### config.mk
export PLATFORM = sky130hd
export DESIGN_NAME = arb_client
export DESIGN_NICKNAME = d
export VERILOG_FILES = /design/src/rtl/arb_pkg.sv /design/src/rtl/arb_job_fifo.sv /design/src/rtl/arb_client.sv
export SDC_FILE = /design/constraint.sdc
export NUM_CORES = 1
export LEC_CHECK = 0
export CORE_ASPECT_RATIO = 0.7
export CORE_MARGIN = 2
export CORE_UTILIZATION = 30
export CTS_CLUSTER_DIAMETER = 60
export DETAILED_ROUTE_END_ITERATION = 12
export DONT_BUFFER_PORTS = 1
export PLACE_DENSITY = 0.45
export SYNTH_ARGS = -nofsm -noshare
export SYNTH_HDL_FRONTEND = slang
export SYNTH_SLANG_ARGS = --single-unit
### constraint.sdc
create_clock -name clk -period 3.66 [get_ports clk]
set_input_delay 0.366 -clock clk [delete_from_list [all_inputs] [get_ports clk]]
set_output_delay 0.366 -clock clk [all_outputs]
set_load 0.05 [all_outputs]
### src/rtl/arb_pkg.sv
// Shared types and defaults for the fixed-priority arbiter and its requester agents.
package arb_pkg;

    typedef enum logic [1:0] {
        IDLE   = 2'd0,
        ACTIVE = 2'd1,
        REL    = 2'd2
    } arb_client_state_t;

    localparam int ARB_NUM_REQ     = 3;
    localparam int ARB_LEN_W_DEF   = 5;
    localparam int ARB_TIMEOUT_DEF = 255;

endpackage

### src/rtl/arb_job_fifo.sv
// Job-length FIFO for arb_client: power-of-two depth, wrap-bit pointers, async active-low reset.
module arb_job_fifo #(
    parameter int DEPTH = 2,
    parameter int W     = 5
) (
    input  logic         clk,
    input  logic         rst,
    input  logic         push_i,
    input  logic [W-1:0] din_i,
    input  logic         pop_i,
    output logic [W-1:0] dout_o,
    output logic         full_o,
    output logic         empty_o
);
    localparam int AW = $clog2(DEPTH);

    logic [W-1:0] mem_q [DEPTH];
    logic [AW:0]  wr_q, rd_q;

    assign empty_o = (wr_q == rd_q);
    assign full_o  = (wr_q[AW] != rd_q[AW]) && (wr_q[AW-1:0] == rd_q[AW-1:0]);
    assign dout_o  = mem_q[rd_q[AW-1:0]];

    always_ff @(posedge clk or negedge rst) begin
        if (!rst) begin
            wr_q <= '0;
            rd_q <= '0;
        end else begin
            if (push_i && !full_o) wr_q <= wr_q + 1'b1;
            if (pop_i && !empty_o) rd_q <= rd_q + 1'b1;
        end
    end

    always_ff @(posedge clk) begin
        if (push_i && !full_o) mem_q[wr_q[AW-1:0]] <= din_i;
    end

endmodule

### src/rtl/arb_client.sv
// Requester agent for one arbiter slot: queues burst jobs, requests, strobes beats, releases.
// Optional grant-wait timeout is built when ARB_CLIENT_TIMEOUT_EN is defined.
module arb_client
    import arb_pkg::*;
#(
    parameter int LEN_W   = ARB_LEN_W_DEF,
    parameter int QDEPTH  = 2,
    parameter int TIMEOUT = ARB_TIMEOUT_DEF
) (
    input  logic             clk,
    input  logic             rst,
    input  logic             job_valid,
    output logic             job_ready,
    input  logic [LEN_W-1:0] job_len,
    output logic             req,
    input  logic             gnt,
    output logic             beat,
    output logic             last,
    output logic             busy,
    output logic             timeout
);
    arb_client_state_t state_q, state_d;
    logic [LEN_W-1:0]  rem_q, rem_d;
    logic              req_q, busy_q;
    logic              fifo_full, fifo_empty, push, pop_c, load;
    logic [LEN_W-1:0]  head, head_len;
    logic              beat_c, last_c, expired;

    assign job_ready = !fifo_full;
    assign push      = job_valid && !fifo_full;
    assign head_len  = (head == '0) ? LEN_W'(1) : head;

    arb_job_fifo #(.DEPTH(QDEPTH), .W(LEN_W)) u_fifo (
        .clk     (clk),
        .rst     (rst),
        .push_i  (push),
        .din_i   (job_len),
        .pop_i   (pop_c),
        .dout_o  (head),
        .full_o  (fifo_full),
        .empty_o (fifo_empty)
    );

    always_comb begin
        state_d = state_q;
        rem_d   = rem_q;
        pop_c   = 1'b0;
        load    = 1'b0;
        beat_c  = 1'b0;
        last_c  = 1'b0;
        case (state_q)
            IDLE: begin
                if (!fifo_empty) begin
                    pop_c   = 1'b1;
                    load    = 1'b1;
                    state_d = ACTIVE;
                end
            end
            ACTIVE: begin
                if (expired) begin
                    state_d = REL;
                end else if (gnt) begin
                    beat_c = 1'b1;
                    rem_d  = rem_q - 1'b1;
                    if (rem_q == LEN_W'(1)) begin
                        last_c  = 1'b1;
                        state_d = REL;
                    end
                end
            end
            REL: begin
                // Hold off until the arbiter has dropped our grant so it passes through idle.
                if (!gnt) begin
                    if (!fifo_empty) begin
                        pop_c   = 1'b1;
                        load    = 1'b1;
                        state_d = ACTIVE;
                    end else begin
                        state_d = IDLE;
                    end
                end
            end
            default: state_d = IDLE;
        endcase
        if (load) rem_d = head_len;
    end

    always_ff @(posedge clk or negedge rst) begin
        if (!rst) begin
            state_q <= IDLE;
            rem_q   <= '0;
            req_q   <= 1'b0;
            busy_q  <= 1'b0;
        end else begin
            state_q <= state_d;
            rem_q   <= rem_d;
            req_q   <= (state_d == ACTIVE);
            // When staying in IDLE nothing was popped, so the queue is non-empty next cycle iff it is now or a push lands.
            busy_q  <= (state_d != IDLE) || !fifo_empty || push;
        end
    end

    assign req  = req_q;
    assign busy = busy_q;
    assign beat = beat_c;
    assign last = last_c;

`ifdef ARB_CLIENT_TIMEOUT_EN
    localparam int TW = $clog2(TIMEOUT + 1);

    logic [TW-1:0] wcnt_q, wcnt_d;
    logic          started_q, started_d, timeout_q, timeout_d;

    assign expired = (state_q == ACTIVE) && !started_q && (wcnt_q == TW'(TIMEOUT));

    always_comb begin
        wcnt_d    = wcnt_q;
        started_d = started_q;
        timeout_d = 1'b0;
        if (load) begin
            wcnt_d    = '0;
            started_d = 1'b0;
        end else if (state_q == ACTIVE && !expired) begin
            if (gnt) begin
                started_d = 1'b1;
                wcnt_d    = '0;
            end else if (!started_q) begin
                wcnt_d    = wcnt_q + 1'b1;
                timeout_d = (wcnt_q == TW'(TIMEOUT - 1));
            end
        end
    end

    always_ff @(posedge clk or negedge rst) begin
        if (!rst) begin
            wcnt_q    <= '0;
            started_q <= 1'b0;
            timeout_q <= 1'b0;
        end else begin
            wcnt_q    <= wcnt_d;
            started_q <= started_d;
            timeout_q <= timeout_d;
        end
    end

    assign timeout = timeout_q;
`else
    assign expired = 1'b0;
    // Constant 0; TIMEOUT has no effect in this build.
    assign timeout = (TIMEOUT < 0);
`endif

endmodule

# Yosys cells after proc, flatten, opt, wreduce, memory -nomap -nowiden
# Memory sizes are Yosys's and may differ from the RTL's.
# Index checks and enable logic that the tools add are counted.
[classes]
div_mod_pow = 0
n_eq_ne = 7
reduce_logical = 14
n_bitwise = 0
shifts = 0
n_mux = 20
multipliers = 0
add_sub_neg = 3
n_lt_le_gt_ge = 0
[op_table]
columns = ["op", "n"]
rows = [
  ["$mux W5", 4],
  ["$mux W1", 10],
  ["$mux W2", 4],
  ["$pmux W2 S3", 1],
  ["$reduce_bool A2 Y1", 3],
  ["$eq A5 B1 Y1 const B", 1],
  ["$logic_not A5 Y1", 1],
  ["$sub A5 B1 Y5 const B", 1],
  ["$add A2 B1 Y2 const B", 2],
  ["$eq A2 B1 Y1 const B", 2],
  ["$logic_and A1 B1 Y1", 4],
  ["$eq A2 B2 Y1", 1],
  ["$eq A2 B2 Y1 const B", 1],
  ["$logic_not A1 Y1", 2],
  ["$logic_not A2 Y1", 1],
  ["$logic_or A1 B1 Y1", 2],
  ["$pmux W1 S2", 1],
  ["$reduce_and A2 Y1", 1],
  ["$eq A1 B1 Y1", 1],
  ["$ne A1 B1 Y1", 1],
]
[word_totals]
latchBits = 0
out_inout_bits = 6
ram_bits = 10
inputBits = 9
word_cells = 51
mem_count = 1
rom_bits = 0
register_bits = 13
[mem_list]
columns = ["memory", "depth", "width", "read_ports", "rd_ports_with_merged_regs", "write_ports", "line", "text"]
rows = [
  ["u_fifo.mem_q", 2, 5, 1, 0, 1, "arb_job_fifo.sv:17", "logic [W-1:0] mem_q [DEPTH];"],
]

# Logic depth before layout (Yosys ltp)
[logic_depth]
depth_word = 7
depth_mapped = 5
depth_no_buf = 5

# Cells and area by module
# From an unflattened synthesis, not the netlist that was laid out.
[unflattened]
cells_unflattened = 102
hier_area_um2 = 1149.9
[modules_own_cells]
columns = ["mod", "seq_area_each_um2", "n_inst", "area_each_um2", "cells_per_inst"]
rows = [
  ["arb_job_fifo", 400.4, 1, 618.1, 45],
  ["arb_client", 225.2, 1, 531.8, 57],
]

# Least setup slack after synthesis
# OpenSTA, ideal clock, no wires.
[synth_timing]
path_kind = "register -> output"
startpoint = "reg rem_q[3]"
endpoint = "out last"
slack_ps = 1623
t_required_ps = 3294
t_arrival_ps = 1671
path_buffers = 0
stages_incl_launch_ff = 3
path_cell_list = "dfrtp_1 or2_2 nor4_2"
[synth_via]
elab_chain_len = 4
[synth_rtl]
columns = ["item", "line", "text"]
rows = [
  ["start, declared", "arb_client.sv:23", "logic [LEN_W-1:0] rem_q, rem_d;"],
  ["start signal, assigned", "arb_client.sv:96", "rem_q <= rem_d;"],
  ["$eq A5 B1 Y1", "arb_client.sv:65", "if (rem_q == LEN_W'(1)) begin"],
  ["$mux W1", "arb_client.sv:65", ""],
  ["$mux W1", "arb_client.sv:62", "end else if (gnt) begin"],
  ["$mux W1", "arb_client.sv:51", "case (state_q)"],
  ["end, declared", "arb_client.sv:18", "output logic last,"],
]
# Every way passes these cells.

# Worst setup path in the final report
[layout_timing]
startpoint = "reg u_fifo.rd_q[0]"
endpoint = "out job_ready"
[layout_via]
elab_chain_len = 3
[layout_rtl]
columns = ["item", "line", "text"]
rows = [
  ["start, declared", "arb_job_fifo.sv:18", "logic [AW:0] wr_q, rd_q;"],
  ["start signal, assigned", "arb_job_fifo.sv:30", "if (pop_i && !empty_o) rd_q <= rd_q + 1'b1;"],
  ["$eq A1 B1 Y1", "arb_job_fifo.sv:21", "assign full_o = (wr_q[AW] != rd_q[AW]) && (wr_q[AW-1:0] == rd_q[AW-1:0]);"],
  ["$logic_and A1 B1 Y1", "arb_job_fifo.sv:21", ""],
  ["$logic_not A1 Y1", "arb_client.sv:29", "assign job_ready = !fifo_full;"],
  ["end, declared", "arb_client.sv:13", "output logic job_ready,"],
]
# Every way passes these cells.

==> run summary <==
status: finished, final reports clean
clk_lat worst skew: 0.25 ns
commonest non-fill, non-tap cells in the layout: 13 x dfrtp_1, 10 x edfxtp_1, 7 x o211ai_1
Async S/R FF share, synth: 56.5%
Min-Delay Startpoint: job_len[4]
CTS tree: done
antenna violations before repair: 0
Routability Congestion: 0.674
crit path DAT: 1.67 ns
Layout fillers: 362
initial DRC count: 22
achievable frequency: 0.492 GHz
drt total wl: 2130 um
reg2reg end: u_fifo.mem_q[0][0]
Reg area: 626 um2
Root Driver: clkbuf_8
classification of the worst-slack hold path: in2reg
Synth Area in Simple Gates: 12.0%
vias in the first global route: 671
Pleak: 0.453 nW
Ports: 15
synthesized netlist cell count: 88
Distinct cells, synth: 36
Slew HR: 59.4%
crit-path max cell delay: 0.63 ns
CTS clock-pin slew for the worst setup and hold paths: 0.08 ns
RSZ-0062 raised after global routing: false
Remaining DRCs: 0
most common cell after layout, fill and taps aside: dfrtp_1
Worst EP required: 3.29 ns
flop2flop setup slack: 1.82 ns
XOR/XNOR Fraction of Synth Area: 9.13%
Die Y: 55.8 um
largest net degree at the start of global routing: 14
Setup crit end kind: primary output
Setup-failing EPs final: 0
pwr/cell area: 915 mW/mm2
Worst Path Max Fanout: 10
mapped cell area: 0.00115 mm2
main combinational cell family by area after synthesis: compound AO/OA/AOI/OAI gates
Net Count, Synth: 99
total clock sinks: 23
max-cap violations: 0
syn avg cell area: 13.1 um2
Synth Area in Adders: 2.17%
post-synthesis sequential area ratio: 54.3%
WS Path Type: reg2out
final setup TNS: 0 ns
Ys Warns: 0
hold_buf cts: 1
Core Area: 0.00360 mm2
Worst Setup EP: job_ready
Reg2Reg Depth: 3
vias post-DR: 668
I/O Buffers: 0
RR Startpoint: u_fifo.rd_q[0]
Layout area overhead: 9.24%
Resize count post-CTS: 0
Die Area: 0.00436 mm2
DRT Pass-1 Iters: 4
CTS buffer count: 3
multiplexer share of the synthesized area: 6.41%
Worst VDD drop: 374 uV
Final Hold Fails: 0
share of layout cells above drive strength 1: 16.3%
vias per cell: 4.70
crit-path cells: xor2_4 > or2b_1
Primary FF master, synth: dfrtp_1
Tot GR Track Use: 10.6%
Final Cycle Share: 55.5%
Clock Path Buffers: 2
Post-Route Utilization: 34.9%
EDFF count, synth: 10
area occupied by multi-input gates: 488 um2
number of setup buffers added after CTS: 0
Synth Register Bits: 23
Slew Viols, Final: 0
Antenna diodes: 0
hpwl dp: 1660 um
routed length per instance: 15.0 um
Worst Setup Start Kind: register
Final min period: 2.03 ns
worst-margin pin slew: 0.607 ns
cell row count: 18
Final Skew: 0.00168 ns
Initial Util: 31.9%
CP startpoint: u_fifo.rd_q[0]
grt total ovfl: 0
final net count: 104
antenna viol nets, final: 0
Compound-Gate Fraction of Synth Area: 12.4%
crit path max-delay cell type: dfrtp_1
H-tree levels: 1
DIE WIDTH: 78.0 um
global-route wire length before repair: 3520 um
==> critical path: cells and delay by family, from the launching register on <==
family,cells,cell delay [ns]
and+or+nand+nor,1,0.45
DFF,1,0.63
xor gates and xnor gates,1,0.33
==> routing by layer <==
layer / track usage, % / part of all wire, %
met5: 0 / 0
met4: 2.26 / 0.61
met3: 4.38 / 3.9
met2: 13.9 / 42
met1: 15.9 / 53
==> area by class of cell <==
| type | instances | area share [%] |
|---|---|---|
| Clock buffer | 4 | 3.58 |
| Inverter | 5 | 1.49 |
| Multi-Input combinational cell | 58 | 38.8 |
| Sequential cell | 23 | 49.8 |
| Tap cell | 50 | 4.98 |
| Timing Repair Buffer | 2 | 1.39 |
==> through the flow <==
stage          setup slack (ns)  instance area [um2]  std cells  total power (W)  hold slack, ns
2_1_floorplan              1.62                 1150         88         0.000918          0.0704
3_3_place_gp               1.85                 1200        137          0.00100          0.0709
3_5_place_dp               1.81                 1200        137          0.00101          0.0712
4_1_cts                    1.62                 1260        142          0.00117           0.194
5_1_grt                    1.52                 1260        142          0.00124           0.181
6_report                   1.63                 1260        142          0.00115           0.200
==> flip-flops by register name, summed over array words and instances (netlist names) <==
| name | cells |
|---|---|
| req | 1 |
| state_q | 2 |
| busy | 1 |
| u_fifo.mem_q | 10 |
| u_fifo.wr_q | 2 |
| rem_q | 5 |
| u_fifo.rd_q | 2 |
==> power by group <==
group          switching (W)  internal, W  leakage (nW)
combinational       0.000291     0.000201         0.188
sequential          0.000129     0.000377         0.243
clock              0.0000750    0.0000774        0.0228
total               0.000495     0.000656         0.453
==> cells in the mapped netlist (2+ instances only) <==
cell	count	share of area (%)
nand2_1	3	0.98
edfxtp_1	10	26
dfrtp_1	13	28
or2_2	2	1.1
o211ai_1	7	4.6
nor2_1	2	0.65
nand2b_1	2	1.1
mux2_2	3	2.9
ha_1	2	2.2
or3_1	2	1.1
nor4_1	2	1.1
o21ai_0	4	1.7
inv_1	5	1.6
xnor2_1	6	4.6
mux2i_1	4	3.5
==> kinds of logic after synthesis <==
group           Yosys count
flops                    23
simple gates             21
compound gates           18
xor+xnor                  9
mux                       7
buf+inv                   7
fa+ha+maj                 2
other cells               1
==> worst min-delay path by stage <==
stage	endpoint	depth (start not counted)	slack, ns
CTS	u_fifo.mem_q[1][4]	0	0.19
floorplan	busy	0	0.07
global placement	rem_q[0]	0	0.07
global route	u_fifo.mem_q[1][1]	0	0.18
detailed placement	rem_q[0]	0	0.07
finish	u_fifo.mem_q[1][4]	0	0.20
(Power assumes the default switching activity.)
